[config.mk]
export PLATFORM = sky130hd
export DESIGN_NAME = instr_fetch_unit_flat
export DESIGN_NICKNAME = d
export VERILOG_FILES = /design/src/rtl/instr_fetch_unit_if.sv /design/src/rtl/instr_fetch_unit.sv /design/src/flat_wrapper.sv
export SDC_FILE = /design/constraint.sdc
export NUM_CORES = 1
export LEC_CHECK = 0
export BUFFER_PORTS_ARGS = -buffer_cell sky130_fd_sc_hd__buf_4
export CAP_MARGIN = 20
export CORE_MARGIN = 8
export CORE_UTILIZATION = 53
export CTS_CLUSTER_SIZE = 24
export DETAILED_ROUTE_END_ITERATION = 10
export HOLD_SLACK_MARGIN = 0.06
export PLACE_DENSITY = 0.84
export SYNTH_ARGS = -nofsm -noshare
export SYNTH_HDL_FRONTEND = slang
export SYNTH_SLANG_ARGS = --single-unit
[constraint.sdc]
create_clock -name clk -period 1.9 [get_ports clk]
set_input_delay 0.285 -clock clk [delete_from_list [all_inputs] [get_ports clk]]
set_output_delay 0.285 -clock clk [all_outputs]
set_load 0.1 [all_outputs]
[src/rtl/instr_fetch_unit_if.sv]
// Fetch-side bus bundle: instruction-memory request/response plus the
// valid/ready handshake toward decode.
interface instr_fetch_unit_if #(
  parameter int unsigned ADDR_W = 32,
  parameter int unsigned DATA_W = 32
) ();

  logic [ADDR_W-1:0] imem_addr;
  logic [DATA_W-1:0] imem_data;
  logic              if_valid;
  logic              if_ready;
  logic [DATA_W-1:0] if_instr;
  logic [ADDR_W-1:0] if_pc;

  modport master (
    output imem_addr,
    input  imem_data,
    output if_valid,
    input  if_ready,
    output if_instr,
    output if_pc
  );

  modport slave (
    input  imem_addr,
    output imem_data,
    input  if_valid,
    output if_ready,
    input  if_instr,
    input  if_pc
  );

endinterface

[src/rtl/instr_fetch_unit.sv]
// Instruction fetch requester for a synchronous-read memory, with a one-entry
// skid buffer toward decode. Optional perf counters: define IFU_PERF_CNT_EN.
module instr_fetch_unit #(
  parameter int unsigned       ADDR_W   = 32,
  parameter int unsigned       DATA_W   = 32,
  parameter logic [ADDR_W-1:0] PC_STEP  = ADDR_W'(1),
  parameter logic [ADDR_W-1:0] RESET_PC = '0
) (
  input  logic                clk,
  input  logic                rst_n,
  input  logic                fetch_en,
  input  logic                redirect,
  input  logic [ADDR_W-1:0]   redirect_pc,
  instr_fetch_unit_if.master  bus
`ifdef IFU_PERF_CNT_EN
  ,
  output logic [31:0]         perf_fetch_cnt,
  output logic [31:0]         perf_stall_cnt
`endif
);

  typedef enum logic [1:0] {
    IDLE  = 2'd0,
    RUN   = 2'd1,
    STALL = 2'd2
  } state_e;

  state_e            state_q, state_d;
  logic [ADDR_W-1:0] pc_q, pc_d;
  logic              rsp_v_q, rsp_v_d;
  logic [ADDR_W-1:0] rsp_pc_q, rsp_pc_d;
  logic              skid_v_q, skid_v_d;
  logic [DATA_W-1:0] skid_instr_q, skid_instr_d;
  logic [ADDR_W-1:0] skid_pc_q, skid_pc_d;

  logic issue;
  logic capture;
  logic release_skid;
  logic xfer;

  assign bus.imem_addr = pc_q;

  // Skid entry is always older than a live response, so it is presented first.
  always_comb begin
    bus.if_valid = 1'b0;
    bus.if_instr = '0;
    bus.if_pc    = '0;
    if (skid_v_q) begin
      bus.if_valid = !redirect;
      bus.if_instr = skid_instr_q;
      bus.if_pc    = skid_pc_q;
    end else if (rsp_v_q) begin
      bus.if_valid = !redirect;
      bus.if_instr = bus.imem_data;
      bus.if_pc    = rsp_pc_q;
    end
  end

  always_comb begin
    xfer         = bus.if_valid && bus.if_ready;
    issue        = !redirect && fetch_en && !skid_v_q && !(rsp_v_q && !bus.if_ready);
    capture      = !redirect && rsp_v_q && !skid_v_q && !bus.if_ready;
    release_skid = !redirect && skid_v_q && bus.if_ready;
  end

  always_comb begin
    pc_d         = pc_q;
    rsp_v_d      = 1'b0;
    rsp_pc_d     = rsp_pc_q;
    skid_v_d     = skid_v_q;
    skid_instr_d = skid_instr_q;
    skid_pc_d    = skid_pc_q;
    if (redirect) begin
      pc_d     = redirect_pc;
      skid_v_d = 1'b0;
    end else begin
      if (issue) begin
        rsp_v_d  = 1'b1;
        rsp_pc_d = pc_q;
        pc_d     = pc_q + PC_STEP;
      end
      if (capture) begin
        skid_v_d     = 1'b1;
        skid_instr_d = bus.imem_data;
        skid_pc_d    = rsp_pc_q;
      end else if (release_skid) begin
        skid_v_d = 1'b0;
      end
    end
  end

  always_ff @(posedge clk or negedge rst_n) begin
    if (!rst_n) begin
      pc_q         <= RESET_PC;
      rsp_v_q      <= 1'b0;
      rsp_pc_q     <= '0;
      skid_v_q     <= 1'b0;
      skid_instr_q <= '0;
      skid_pc_q    <= '0;
    end else begin
      pc_q         <= pc_d;
      rsp_v_q      <= rsp_v_d;
      rsp_pc_q     <= rsp_pc_d;
      skid_v_q     <= skid_v_d;
      skid_instr_q <= skid_instr_d;
      skid_pc_q    <= skid_pc_d;
    end
  end

  // A capture can also occur while idle, when fetch_en drops with a response
  // still in flight, so STALL is entered from either non-stall state.
  always_comb begin
    state_d = state_q;
    unique case (state_q)
      IDLE: begin
        if (capture)       state_d = STALL;
        else if (fetch_en) state_d = RUN;
      end
      RUN: begin
        if (capture)        state_d = STALL;
        else if (!fetch_en) state_d = IDLE;
      end
      STALL: begin
        if (redirect || release_skid) state_d = RUN;
      end
      default: state_d = IDLE;
    endcase
  end

  always_ff @(posedge clk or negedge rst_n) begin
    if (!rst_n) state_q <= IDLE;
    else        state_q <= state_d;
  end

`ifdef IFU_PERF_CNT_EN
  logic [31:0] fetch_cnt_q, fetch_cnt_d;
  logic [31:0] stall_cnt_q, stall_cnt_d;

  always_comb begin
    fetch_cnt_d = fetch_cnt_q;
    stall_cnt_d = stall_cnt_q;
    if (xfer && (fetch_cnt_q != '1))
      fetch_cnt_d = fetch_cnt_q + 32'd1;
    if (bus.if_valid && !bus.if_ready && (stall_cnt_q != '1))
      stall_cnt_d = stall_cnt_q + 32'd1;
  end

  always_ff @(posedge clk or negedge rst_n) begin
    if (!rst_n) begin
      fetch_cnt_q <= '0;
      stall_cnt_q <= '0;
    end else begin
      fetch_cnt_q <= fetch_cnt_d;
      stall_cnt_q <= stall_cnt_d;
    end
  end

  assign perf_fetch_cnt = fetch_cnt_q;
  assign perf_stall_cnt = stall_cnt_q;
`else
  logic unused_xfer;
  assign unused_xfer = xfer;
`endif

endmodule
[src/flat_wrapper.sv]
// flat-port wrapper written by rule: the top's interface ports become plain ports
module instr_fetch_unit_flat 
#(
  parameter int unsigned       ADDR_W   = 32,
  parameter int unsigned       DATA_W   = 32,
  parameter logic [ADDR_W-1:0] PC_STEP  = ADDR_W'(1),
  parameter logic [ADDR_W-1:0] RESET_PC = '0
)
  (clk, rst_n, fetch_en, redirect, redirect_pc, bus_imem_addr, bus_imem_data, bus_if_valid, bus_if_ready, bus_if_instr, bus_if_pc);
  instr_fetch_unit_if #(.ADDR_W(ADDR_W), .DATA_W(DATA_W)) bus_i ();
  input  logic clk;
  input  logic rst_n;
  input  logic fetch_en;
  input  logic redirect;
  input  logic [ADDR_W-1:0] redirect_pc;
  output wire logic [$bits(bus_i.imem_addr)-1:0] bus_imem_addr;
  input wire logic [$bits(bus_i.imem_data)-1:0] bus_imem_data;
  output wire logic [$bits(bus_i.if_valid)-1:0] bus_if_valid;
  input wire logic [$bits(bus_i.if_ready)-1:0] bus_if_ready;
  output wire logic [$bits(bus_i.if_instr)-1:0] bus_if_instr;
  output wire logic [$bits(bus_i.if_pc)-1:0] bus_if_pc;
  assign bus_imem_addr = bus_i.imem_addr;
  assign bus_i.imem_data = bus_imem_data;
  assign bus_if_valid = bus_i.if_valid;
  assign bus_i.if_ready = bus_if_ready;
  assign bus_if_instr = bus_i.if_instr;
  assign bus_if_pc = bus_i.if_pc;
  instr_fetch_unit #(.ADDR_W(ADDR_W), .DATA_W(DATA_W), .PC_STEP(PC_STEP), .RESET_PC(RESET_PC)) u_core (.clk(clk), .rst_n(rst_n), .fetch_en(fetch_en), .redirect(redirect), .redirect_pc(redirect_pc), .bus(bus_i));
endmodule
# Word-level counts from Yosys, hierarchy flattened
# Cells that the tools add are included.
[totals]
in_bits = 69
reg_bits = 130
output_inout_bits = 97
[op_classes]
reduce_logical = 17
muxes = 13
addsub = 1
bitwise = 1
[ops]
columns = ["cell", "n"]
rows = [
  ["$mux W32", 6],
  ["$add A32 B1 Y32 const B", 1],
  ["$logic_and A1 B1 Y1", 9],
  ["$mux W1", 7],
  ["$logic_not A1 Y1", 4],
  ["$reduce_and A2 Y1", 2],
  ["$reduce_bool A3 Y1", 1],
  ["$reduce_bool A2 Y1", 1],
  ["$not A1 Y1", 1],
]

# Depth between registers and ports, before layout
# Gate-level depths: netlist of run 1.
[logic_depth]
depth_word = 6
mapped_depth = 7

# Worst setup path before layout of run 1
# OpenSTA, ideal clock, no wires.
[synth_timing]
path_kind = "reg-to-output"
from = "reg u_core.skid_v_q"
to = "out bus_if_pc[28]"
n_path_buf = 3
stages_incl_launch_ff = 5
arrival_time_ns = 3.041
setup_slack_ns = -1.426
cell_sequence = "dfrtp_1 buf_2 clkbuf_1 buf_1 o21ai_0"
[synth_between]
elab_chain_len = 1
[synth_rtl]
columns = ["element", "line_no", "source"]
rows = [
  ["start, declared", "instr_fetch_unit.sv:32", "logic skid_v_q, skid_v_d;"],
  ["start signal, assigned", "instr_fetch_unit.sv:104", "skid_v_q <= skid_v_d;"],
  ["$mux W32", "instr_fetch_unit.sv:48", "if (skid_v_q) begin"],
  ["end, declared", "flat_wrapper.sv:21", "output wire logic [$bits(bus_i.if_pc)-1:0] bus_if_pc;"],
]
# Every way passes these cells.

# Worst setup path in the final report of run 1
[layout_timing]
from = "reg u_core.skid_v_q"
to = "reg u_core.pc_q[4] (netlist: u_core.bus.imem_addr[4])"
[layout_between]
elab_chain_len = 4
[layout_rtl]
columns = ["element", "line_no", "source"]
rows = [
  ["$logic_not A1 Y1", "instr_fetch_unit.sv:61", "issue = !redirect && fetch_en && !skid_v_q && !(rsp_v_q && !bus.if_ready);"],
  ["$logic_and A1 B1 Y1 (2 in a row)", "instr_fetch_unit.sv:61", ""],
  ["$reduce_bool A2 Y1 (no line)", "n/a", ""],
  ["end signal, assigned", "instr_fetch_unit.sv:101", "pc_q <= pc_d;"],
  ["end, declared", "instr_fetch_unit.sv:29", "logic [ADDR_W-1:0] pc_q, pc_d;"],
]
# Every way passes these cells.
# A chain may end at the register's enable or synchronous reset.

==> summary.txt, run 1 <==
Run status
  • Result of the run: finished, violations left
  • Violated checks: negative setup slack

STA
  • # setup viols final: 93
  • RSZ-0062 raised after global routing: true
  • Slew of the pin with the lowest slew margin: 0.500 ns
  • Endpoints failing hold: 0
  • Tcrit/Tclk final: 1.09
  • Max Fclk: 0.481 GHz
  • Max_slew headroom: 0.667
  • Final worst slack: -0.180 ns
  • Clock skew: roughly 0.011 ns
  • Min Tclk post-route: around 2.1 ns
  • Setup tns final: -7.91 ns
  • Max Slew Vio Count: 0

Route
  • Iter 0 DRT Violations: 639
  • Remaining DRCs: 0
  • TritonRoute pass-1 iters: 5
  • Via count: 5765
  • Routed WL: about 27 mm
  • WL per Instance: 30.9 µm
  • Via/cell ratio: 6.70
  • Post-route ant nets: 0

Place
  • Global placement routability congestion: a little under 0.9
  • Post-DP HPWL: 12.2 mm
  • PortBufs: roughly 170
  • Post-Place Cells: 802

Synthesis
  • Mapped cell area: between 0.006 and 0.007 mm²
  • Number of synthesized flops with an enable pin: 0
  • Adder-Cell Fraction of Synth Area: 0.00201
  • FF+latch count, synth: 130
  • Dominant cell type by area after synthesis: dfrtp_1
  • Area contributors post-synth: dfrtp_1 52%, mux2_2 17%, a22o_1 8.9%
  • Largest family of logic cells by synthesized area: multiplexers
  • Distinct cells, synth: 42
  • FFs w/ async S/R, synth: 1.00
  • Synth warn: 0
  • Synth Area in Simple Gates: 0.110
  • Post-synth top flop: dfrtp_1
  • Sequential fraction of the synthesis area: 0.522
  • Top cell type's share of synthesized area: 0.522
  • Post-synthesis cell count: 514
  • Xor/xnor cell area share of the yosys netlist: 0.0380
  • Mapped Nets: 584
  • Mapped Avg Cell Area: 12.1 µm²
  • Synth Area in Compound Gates: 0.120
  • Mux contribution to synthesized area: 0.177

Worst setup path
  • Crit end category: register
  • CP Class: register to register
  • RR Startpoint: u_core.skid_v_q
  • Worst setup SP type: register
  • Critical path fanouts, max: 6
  • Worst-case reg-to-reg path depth: 8
  • Critical Path AT: 2.37 ns
  • Worst R2R End: u_core.bus.imem_addr[4]
  • CP max stage delay: about 0.45 ns
  • CP most frequent cell: buf_6
  • Reg2Reg Setup Slack: -0.18 ns
  • Critical-path top delay cell: dfrtp_2
  • CP required: 2.19 ns
  • Crit-path cells: buf_6, buf_6, nor2b_4, buf_12, and2_2, nand4_1, xor2_1, o21ai_0

Finish
  • Commonest non-fill, non-tap cell in the layout: buf_4
  • Layout area overhead: 66.5%
  • N_diodes: 0
  • Share of post-route cells with drive strength above 1: 0.637
  • # nets final: just under 800
  • Most frequent cells in the layout: 110 x buf_4, 100 x dfrtp_1, 92 x mux2_2, 71 x buf_12, 63 x a22o_4
  • Fin cells: 860

Global routing
  • Initial antenna violation count: 1
  • Gr usage total: 0.271
  • Vias in the first global route: 5656
  • GRT overflow: 0
  • First-pass GRT wire length: 33.7 mm
  • Largest net degree at the start of global routing: 59

Clocking
  • CTS tree: done
  • Worst-Skew Late Latency: 0.43 ns
  • Clock slew at reported path FFs: 0.06 ns
  • CTS Root Buffer Type: clkbuf_16
  • TritonCTS buffer count: 17
  • H-Tree Depth: 4
  • Clk buf depth: 2
  • Number of clock sinks: 130

Power
  • Tot Pwr: between 10000 and 15000 µW
  • Worst VDD drop: 0.806 mV
  • Lkg Pwr: 0.00459 µW
  • Power Dens Cells: about 1100 mW/mm²

Die
  • Core footprint: between 0.01 and 0.015 mm²
  • Num ports: about 170
  • Die span in y: 124 µm
  • Die area: 0.0155 mm²
  • Die Wd: between 100 and 150 µm
  • Initial core utilization: 0.543
  • Std cell rows: 39

Worst hold path
  • Hold WC Path Type: primary input to register
  • Min-delay src: redirect_pc[14]
  • Hold depth: 3
  • Hold Path Sink: u_core.bus.imem_addr[14]

Job
  • Max-Cap Viols: 0
[power breakdown]
part,internal [µW],switching (µW)
Clock,2060,1400
Sequential,3460,829
Combinational,1440,2130
[timing repair]
action / in CTS / in global routing
gates resized for setup: 211 / 86
buffers inserted: 8 / 4
hold buffers: 2 / 0
pin swaps: 0 / 10
cloned: 4 / 9
setup endpoints to repair: 65 / 123
hold endpoints to repair: 17 / 0
[how the worst max path moves through the flow]
stage	from	cells after the start	slack, ns	end
global route	u_core.skid_v_q	8	-0.26	u_core.bus.imem_addr[4]
detailed placement	u_core.bus.imem_addr[1]	6	0.09	u_core.bus.imem_addr[24]
global placement	u_core.bus.imem_addr[8]	6	0.05	u_core.bus.imem_addr[27]
floorplan	u_core.skid_v_q	4	-0.17	bus_if_pc[28]
finish	u_core.skid_v_q	8	-0.18	u_core.bus.imem_addr[4]
CTS	u_core.skid_v_q	4	-0.08	bus_if_pc[5]
[cell type report]
class | count | area (µm²)
fill | 363 | 1090
timing repair buffer | 206 | 2710
inverter | 5 | 18.8
clock buffer | 18 | 429
multi-input combinational | 344 | 3530
sequential | 130 | 3340
clock inverter | 14 | 164
tap | 143 | 179
[Yosys cell counts (all sizes together) (2+ instances only)]
master,count
dfrtp,130
mux2,97
a22o,63
nand2,46
o21ai,28
clkbuf,22
xnor2,19
nand3,14
buf,12
nor4,12
nand4,11
xor2,8
nor2,7
and2,6
and4,6
nor3,6
and3,5
inv,5
o211ai,5
or3,5
nor2b,2
[state kept, by name (all words and copies together) (netlist names)]
name	flops
u_core.bus.imem_addr	32
u_core.skid_instr_q	32
u_core.skid_v_q	1
u_core.skid_pc_q	32
u_core.rsp_pc_q	32
u_core.rsp_v_q	1
[logic make-up after synthesis]
family / count (synthesis)
compound gates: 97
buf+inv: 40
simple gates: 121
flops: 130
mux: 98
xor+xnor: 27
fa+ha+maj: 1
[metal layers]
layer	vias up	GRT usage	part of all wire
met5	-	0	0.00049
met4	2	0.0936	0.050
met3	115	0.0609	0.082
met2	468	0.451	0.48
met1	2896	0.341	0.38
li1	2284	-	-
[metrics by stage]
step           hold slack [ns]  cell area, µm²  setup slack (ns)  utilization
2_1_floorplan          -0.0106            6480            -0.173            -
3_3_place_gp             0.179            7910            0.0525        0.690
3_5_place_dp             0.195            7910            0.0874        0.690
4_1_cts                 0.0650            9610           -0.0750        0.838
5_1_grt                 0.0668           10400            -0.258        0.905
6_report                0.0643           10400            -0.180        0.905
[critical path: cells and delay by family, from the launching register on]
kind                      cells  cell delay, ns
and+or+nand+nor               3            0.60
DFF                           1            0.45
buffers and inverters         3            0.41
AOI/OAI and AO/OA             1            0.31
xor gates and xnor gates      1            0.17
Power figures use the tool's default switching activity.
==> run 2: changes to the inputs <==
- CELL_PAD_IN_SITES_DETAIL_PLACEMENT: unset -> 0
- CELL_PAD_IN_SITES_GLOBAL_PLACEMENT: unset -> 1
- CORE_UTILIZATION: 53 -> 41
- PLACE_DENSITY: 0.84 -> 0.83
==> run 2 against run 1 <==
Net effect: utilization decreased by 23 points; the flow still finishes with violations (negative setup slack); setup slack better by 0.093 ns; cell area fell by 2.0%; hold slack better by 0.0030 ns; combinational power decreased by 6.2%; sequential cell count unchanged; non-clock buffer count down 4; clock power is 5.8% lower; largest cell class unchanged; highest routed layer is now met4; via count shrank 13%; die area grew 25%.
==> summary.txt, run 2 (synthesized netlist as in run 1, its figures left out) <==
Run status
  • Result of the run: finished, violations left (unchanged)
  • Violated checks: negative setup slack (unchanged)

Global routing
  • Grt met1 use: 0.227 (was 0.341)
  • GRT overflow: 0 (unchanged)
  • Initial antenna violation count: 0 (was 1)
  • First-pass GRT wire length: 28.5 mm (was 33.7 mm)
  • M3 GR Usage: 0.0431 (was 0.0609)
  • Largest net degree at the start of global routing: 56 (was 59)
  • Vias in the first global route: 5193 (was 5656)
  • Most used routing layer: met2 (unchanged)
  • M2 GR Usage: 0.302 (was 0.451)
  • Gr usage total: 0.183 (was 0.271)

Power
  • Power share of the combinational group: 0.312 (was 0.315)
  • Seq pwr share: 0.384 (was 0.379)
  • Clock share of power: 0.304 (was 0.306)
  • Switching Fraction: 0.352 (was 0.385)
  • Sw Pwr: 3770 µW (was 4360 µW)
  • Int Pwr: 6930 µW (was 6960 µW)
  • Power Dens Cells: 1050 mW/mm² (was 1090 mW/mm²)
  • Tot Pwr: 10700 µW (was 11300 µW)
  • Worst VDD drop: 0.653 mV (was 0.806 mV)
  • Lkg Pwr: 0.00446 µW (was 0.00459 µW)

Place
  • Post-Place Cells: 849 (was 802)
  • Worst slack at placement: 0.0666 ns (was 0.0874 ns)
  • Post-DP HPWL: 12.8 mm (was 12.2 mm)
  • Global placement routability congestion: 0.897 (was 0.872)
  • PortBufs: 165 (unchanged)

STA
  • Min Tclk post-route: 1.99 ns (was 2.08 ns)
  • Tcrit/Tclk final: 1.05 (was 1.09)
  • # setup viols final: 64 (was 93)
  • Max Fclk: 0.503 GHz (was 0.481 GHz)
  • Final worst slack: -0.0870 ns (was -0.180 ns)
  • Clock skew: 0.00822 ns (was 0.0106 ns)
  • Max Slew Vio Count: 0 (unchanged)
  • Slew of the pin with the lowest slew margin: 0.518 ns (was 0.500 ns)
  • RSZ-0062 raised after global routing: true (unchanged)
  • Max_slew headroom: 0.655 (was 0.667)
  • Endpoints failing hold: 0 (unchanged)

Clocking
  • Clock slew at reported path FFs: 0.06 ns (about the same)
  • CTS tree: done (unchanged)
  • Number of clock sinks: 130 (unchanged)
  • H-Tree Depth: 4 (unchanged)
  • TritonCTS buffer count: 17 (unchanged)
  • Worst-Skew Late Latency: 0.42 ns (was 0.43 ns)
  • CTS Root Buffer Type: clkbuf_16 (unchanged)
  • Clk buf depth: 2 (unchanged)

Route
  • Remaining DRCs: 0 (unchanged)
  • TritonRoute pass-1 iters: 6 (was 5)
  • Routed WL: 19.1 mm (was 26.5 mm)
  • WL per Instance: 21.3 µm (was 30.9 µm)
  • Via/cell ratio: 5.56 (was 6.70)
  • Via count: 5006 (was 5765)
  • Post-route ant nets: 0 (unchanged)
  • Iter 0 DRT Violations: 177 (was 639)

Die
  • Initial core utilization: 0.414 (was 0.543)
  • Die area: 0.0194 mm² (was 0.0155 mm²)
  • Die span in y: 139 µm (was 124 µm)
  • Core footprint: 0.0150 mm² (was 0.0115 mm²)
  • Die Wd: 139 µm (was 124 µm)
  • Num ports: 166 (unchanged)
  • Std cell rows: 45 (was 39)

Job
  • Max-Cap Viols: 0 (unchanged)

Worst setup path
  • Critical path fanouts, max: 7 (was 6)
  • CP Class: register to output port (was register to register)
  • CP required: 1.62 ns (was 2.19 ns)
  • Crit end category: output port (was register)
  • Critical Path AT: 1.70 ns (was 2.37 ns)
  • Worst setup SP type: register (unchanged)

Worst hold path
  • Hold WC Path Type: primary input to register (unchanged)

Finish
  • Share of post-route cells with drive strength above 1: 0.624 (was 0.637)
  • Fin cells: 901 (was 860)
  • Most frequent cells in the layout: 109 x buf_4, 100 x dfrtp_1, 93 x mux2_2, 72 x buf_12, 54 x a22o_4 (was 110 x buf_4, 100 x dfrtp_1, 92 x mux2_2, 71 x buf_12, 63 x a22o_4)
  • # nets final: 770 (was 774)
  • Commonest non-fill, non-tap cell in the layout: buf_4 (unchanged)
  • Layout area overhead: 63.2% (was 66.5%)
  • N_diodes: 0 (unchanged)
run 2: per-stage QoR:
step	instance area (µm²)	setup TNS, ns	hold slack, ns	utilization
2_1_floorplan	6480	-3.41	-0.0106	-
3_3_place_gp	8000	0	0.242	0.532
3_5_place_dp	8000	0	0.248	0.532
4_1_cts	9440	-2.19	0.0605	0.628
5_1_grt	10200	-6.93	0.0762	0.677
6_report	10200	-4.08	0.0673	0.677
run 2: worst paths after layout:
kind	startpoint	cells after the start	slack, ns	endpoint
min in group asynchronous	rst_n	2	0.34	u_core.bus.imem_addr[29]
worst max-delay path	u_core.rsp_v_q	5	-0.09	bus_if_instr[1]
worst max register to register	u_core.skid_v_q	6	-0.02	u_core.bus.imem_addr[25]
worst min register to register	u_core.skid_instr_q[25]	1	0.51	u_core.skid_instr_q[25]
max in group asynchronous	rst_n	3	0.96	u_core.bus.imem_addr[0]
worst min-delay path	redirect_pc[14]	3	0.07	u_core.bus.imem_addr[14]
run 2: per-layer routing:
metal,wire [µm],share of wire,vias to the layer above
met1,8100,0.42,2526
met5,0,0,-
li1,-,-,2272
met4,369,0.019,0
met3,983,0.051,29
met2,9690,0.51,179
run 2: cell type report:
class                      count  area (µm²)
clock buffer                  21         450
fill                        1050        4860
sequential                   130        3340
clock inverter                11         136
multi-input combinational    344        3430
timing repair buffer         202        2570
tap                          188         235
inverter                       5        18.8
run 2: worst max-delay path, stage by stage (launching register included):
cell and delay (ns):
dfrtp_1 0.41, nor2b_4 0.16, buf_6 0.14, clkbuf_16 0.16, a22o_4 0.23, buf_12 0.16
run 2: power by group through the flow:
stage | registers [µW] | clock network, µW | logic, µW
after floorplan | 4320 | 0 | 1790
after global placement | 3970 | 0 | 2750
after detailed placement | 4020 | 0 | 2820
after CTS | 3980 | 3310 | 3160
after global routing | 4200 | 3410 | 3470
final | 4110 | 3260 | 3340
run 2: repair_timing:
action                                 4_1_cts  5_1_grt
setup endpoints to repair                   64       76
cloned                                       0        9
setup buffers                                1        5
endpoints found under the hold margin       30        0
pin swaps                                    0        5
resized for setup                          190       81
hold buffers                                 5        0
==> run 3: changes to the inputs <==
- CORE_UTILIZATION: 41 -> 45
- PLACE_DENSITY: 0.83 -> 0.9
- clock period: 1.9 -> 2.6 ns (I/O delays scaled with it)
==> run 3 against run 2 <==
Net effect: the flow now finishes without violations; via count fell by 5.5%; critical path type unchanged; setup slack better by 0.24 ns; final cell count fell by 3.9%; utilization decreased by 7.9 points; wire length fell by 16%; first-iteration DRC count up 13%; sequential cell count stayed put; register-to-register slack gained 0.52 ns; clock skew fell by 0.0035 ns; combinational power decreased by 41%.
==> summary.txt, run 3 (synthesized netlist as in run 1, its figures left out) <==
Die
  • Die area: 0.0179 mm² (was 0.0194 mm²)
  • Std cell rows: 43 (was 45)
  • Die span in y: 134 µm (was 139 µm)
  • Die Wd: 134 µm (was 139 µm)
  • Initial core utilization: 0.454 (was 0.414)
  • Core footprint: 0.0137 mm² (was 0.0150 mm²)
  • Num ports: 166 (unchanged)

Worst setup path
  • CP Class: register to output port (unchanged)
  • Worst setup SP type: register (unchanged)
  • Crit end category: output port (unchanged)
  • RR Startpoint: u_core.bus.imem_addr[0] (was u_core.skid_v_q)
  • CP required: 2.21 ns (was 1.62 ns)
  • Critical Path AT: 2.06 ns (was 1.70 ns)
  • CP startpoint: u_core.skid_v_q (was u_core.rsp_v_q)
  • Reg2Reg Setup Slack: 0.50 ns (was -0.02 ns)
  • Critical path fanouts, max: 43 (was 7)

Route
  • Via/cell ratio: 5.46 (was 5.56)
  • WL per Instance: 18.6 µm (was 21.3 µm)
  • TritonRoute pass-1 iters: 4 (was 6)
  • Iter 0 DRT Violations: 200 (was 177)
  • Routed WL: 16.1 mm (was 19.1 mm)
  • Via count: 4731 (was 5006)
  • Remaining DRCs: 0 (unchanged)
  • Post-route ant nets: 0 (unchanged)

STA
  • Max_slew headroom: 0.580 (was 0.655)
  • # setup viols final: 0 (was 64)
  • Tcrit/Tclk final: 0.943
  • Slew of the pin with the lowest slew margin: 0.630 ns (was 0.518 ns)
  • Min Tclk post-route: 2.45 ns
  • Clock skew: 0.00470 ns (was 0.00822 ns)
  • Max Fclk: roughly 0.4 GHz
  • Endpoints failing hold: 0 (unchanged)
  • RSZ-0062 raised after global routing: false (was true)
  • Setup tns final: 0 ns (was -4.08 ns)
  • Max Slew Vio Count: 0 (unchanged)

Clocking
  • CTS Root Buffer Type: clkbuf_16 (unchanged)
  • H-Tree Depth: 4 (unchanged)
  • Worst-Skew Late Latency: 0.40 ns (was 0.42 ns)
  • TritonCTS buffer count: 17 (unchanged)
  • Clk buf depth: 2 (unchanged)
  • CTS tree: done (unchanged)
  • Post-CTS Setup Inserts: 0 (was 1)
  • Number of clock sinks: 130 (unchanged)
  • Clock slew at reported path FFs: 0.05 ns (was 0.06 ns)
  • Cts hold-fix bufs: 1 (was 5)
  • Post-cts sizing count: 0 (was 190)

Worst hold path
  • Hold WC Path Type: primary input to register (unchanged)
  • Min-delay src: bus_if_ready (was redirect_pc[14])

Finish
  • # nets final: 745 (was 770)
  • Layout area overhead: 31.5% (was 63.2%)
  • N_diodes: 0 (unchanged)
  • Fin cells: 866 (was 901)
  • Multi-input combinational cell area: 0.00280 mm² (was 0.00343 mm²)
  • Most frequent cells in the layout: 172 x buf_4, 129 x dfrtp_1, 93 x mux2_2, 63 x a22o_1, 46 x nand2_1 (was 109 x buf_4, 100 x dfrtp_1, 93 x mux2_2, 72 x buf_12, 54 x a22o_4)
  • Share of post-route cells with drive strength above 1: 0.455 (was 0.624)
  • Commonest non-fill, non-tap cell in the layout: buf_4 (unchanged)
  • Reg area: 0.00325 mm² (was 0.00334 mm²)
  • Filler cells: 1172 (was 1050)

Job
  • Max-Cap Viols: 0 (unchanged)

Place
  • PortBufs: 165 (unchanged)
  • Global placement routability congestion: 0.839 (was 0.897)
  • Post-DP HPWL: 11.7 mm (was 12.8 mm)
  • Post-Place Cells: 835 (was 849)

Global routing
  • Initial antenna violation count: 0 (unchanged)
  • First-pass GRT wire length: 26.2 mm (was 28.5 mm)
  • Largest net degree at the start of global routing: 69 (was 56)
  • Vias in the first global route: 4980 (was 5193)
  • Gr usage total: 0.183 (about the same)
  • GRT overflow: 0 (unchanged)

Power
  • Lkg Pwr: 0.00373 µW (was 0.00446 µW)
  • Power Dens Cells: 850 mW/mm² (was 1050 mW/mm²)
  • Worst VDD drop: 0.493 mV (was 0.653 mV)

Run status
  • Result of the run: finished clean (was finished, violations left)
-- run 3: cell count changes in the layout (fill, tap and decap cells not counted), sizes merged --
cell and change:
buf -16, clkinv -1, clkbuf -3, clkinvlp -1
bufinv -2, dlygate4sd3 -4
-- run 3: power by group --
group / switching (µW) / internal [µW] / total [µW]
registers: 342 / 2510 / 2850
clock network: 787 / 1340 / 2130
logic: 1300 / 677 / 1980
-- run 3: final cells by class --
type | count | area share
Clock buffer | 23 | 0.0571
Clock inverter | 7 | 0.00733
Sequential cell | 130 | 0.397
Inverter | 5 | 0.00229
Multi-Input combinational cell | 344 | 0.341
Tap cell | 180 | 0.0275
Timing Repair Buffer | 177 | 0.168
-- run 3: worst paths after layout --
path	endpoint	cells past startpoint
min in group asynchronous	u_core.rsp_pc_q[26]	2
max	bus_if_instr[23]	3
max in group asynchronous	u_core.skid_v_q	3
min reg2reg	u_core.skid_instr_q[4]	1
min	u_core.skid_v_q	2
max reg2reg	u_core.bus.imem_addr[28]	6
-- run 3: critical path, stage by stage (launching register included) --
cell and delay (ns):
dfrtp_2 0.59, buf_4 0.50, a22o_1 0.25, buf_4 0.29
-- run 3: metrics by stage --
| step | utilization | setup WS [ns] | instance area, µm² | power, µW | hold WS [ns] |
|---|---|---|---|---|---|
| CTS | 0.597 | 0.140 | 8190 | 7030 | 0.134 |
| finish | 0.597 | 0.149 | 8190 | 6960 | 0.149 |
| global placement | 0.558 | 0.576 | 7660 | 4800 | 0.419 |
| floorplan | - | 0.116 | 6230 | 4390 | 0.0944 |
| global route | 0.597 | 0.0383 | 8190 | 7270 | 0.134 |
| detailed placement | 0.558 | 0.525 | 7660 | 4870 | 0.436 |
-- run 3: per-layer routing --
metal  share of wire  routed length [µm]  vias up  GRT usage
li1                -                   -     2212          -
met1            0.43                6970     2334      0.236
met2            0.47                7600      166      0.287
met3           0.082                1320       19     0.0584
met4           0.014                 231        0     0.0580
met5               0                   0        -          0
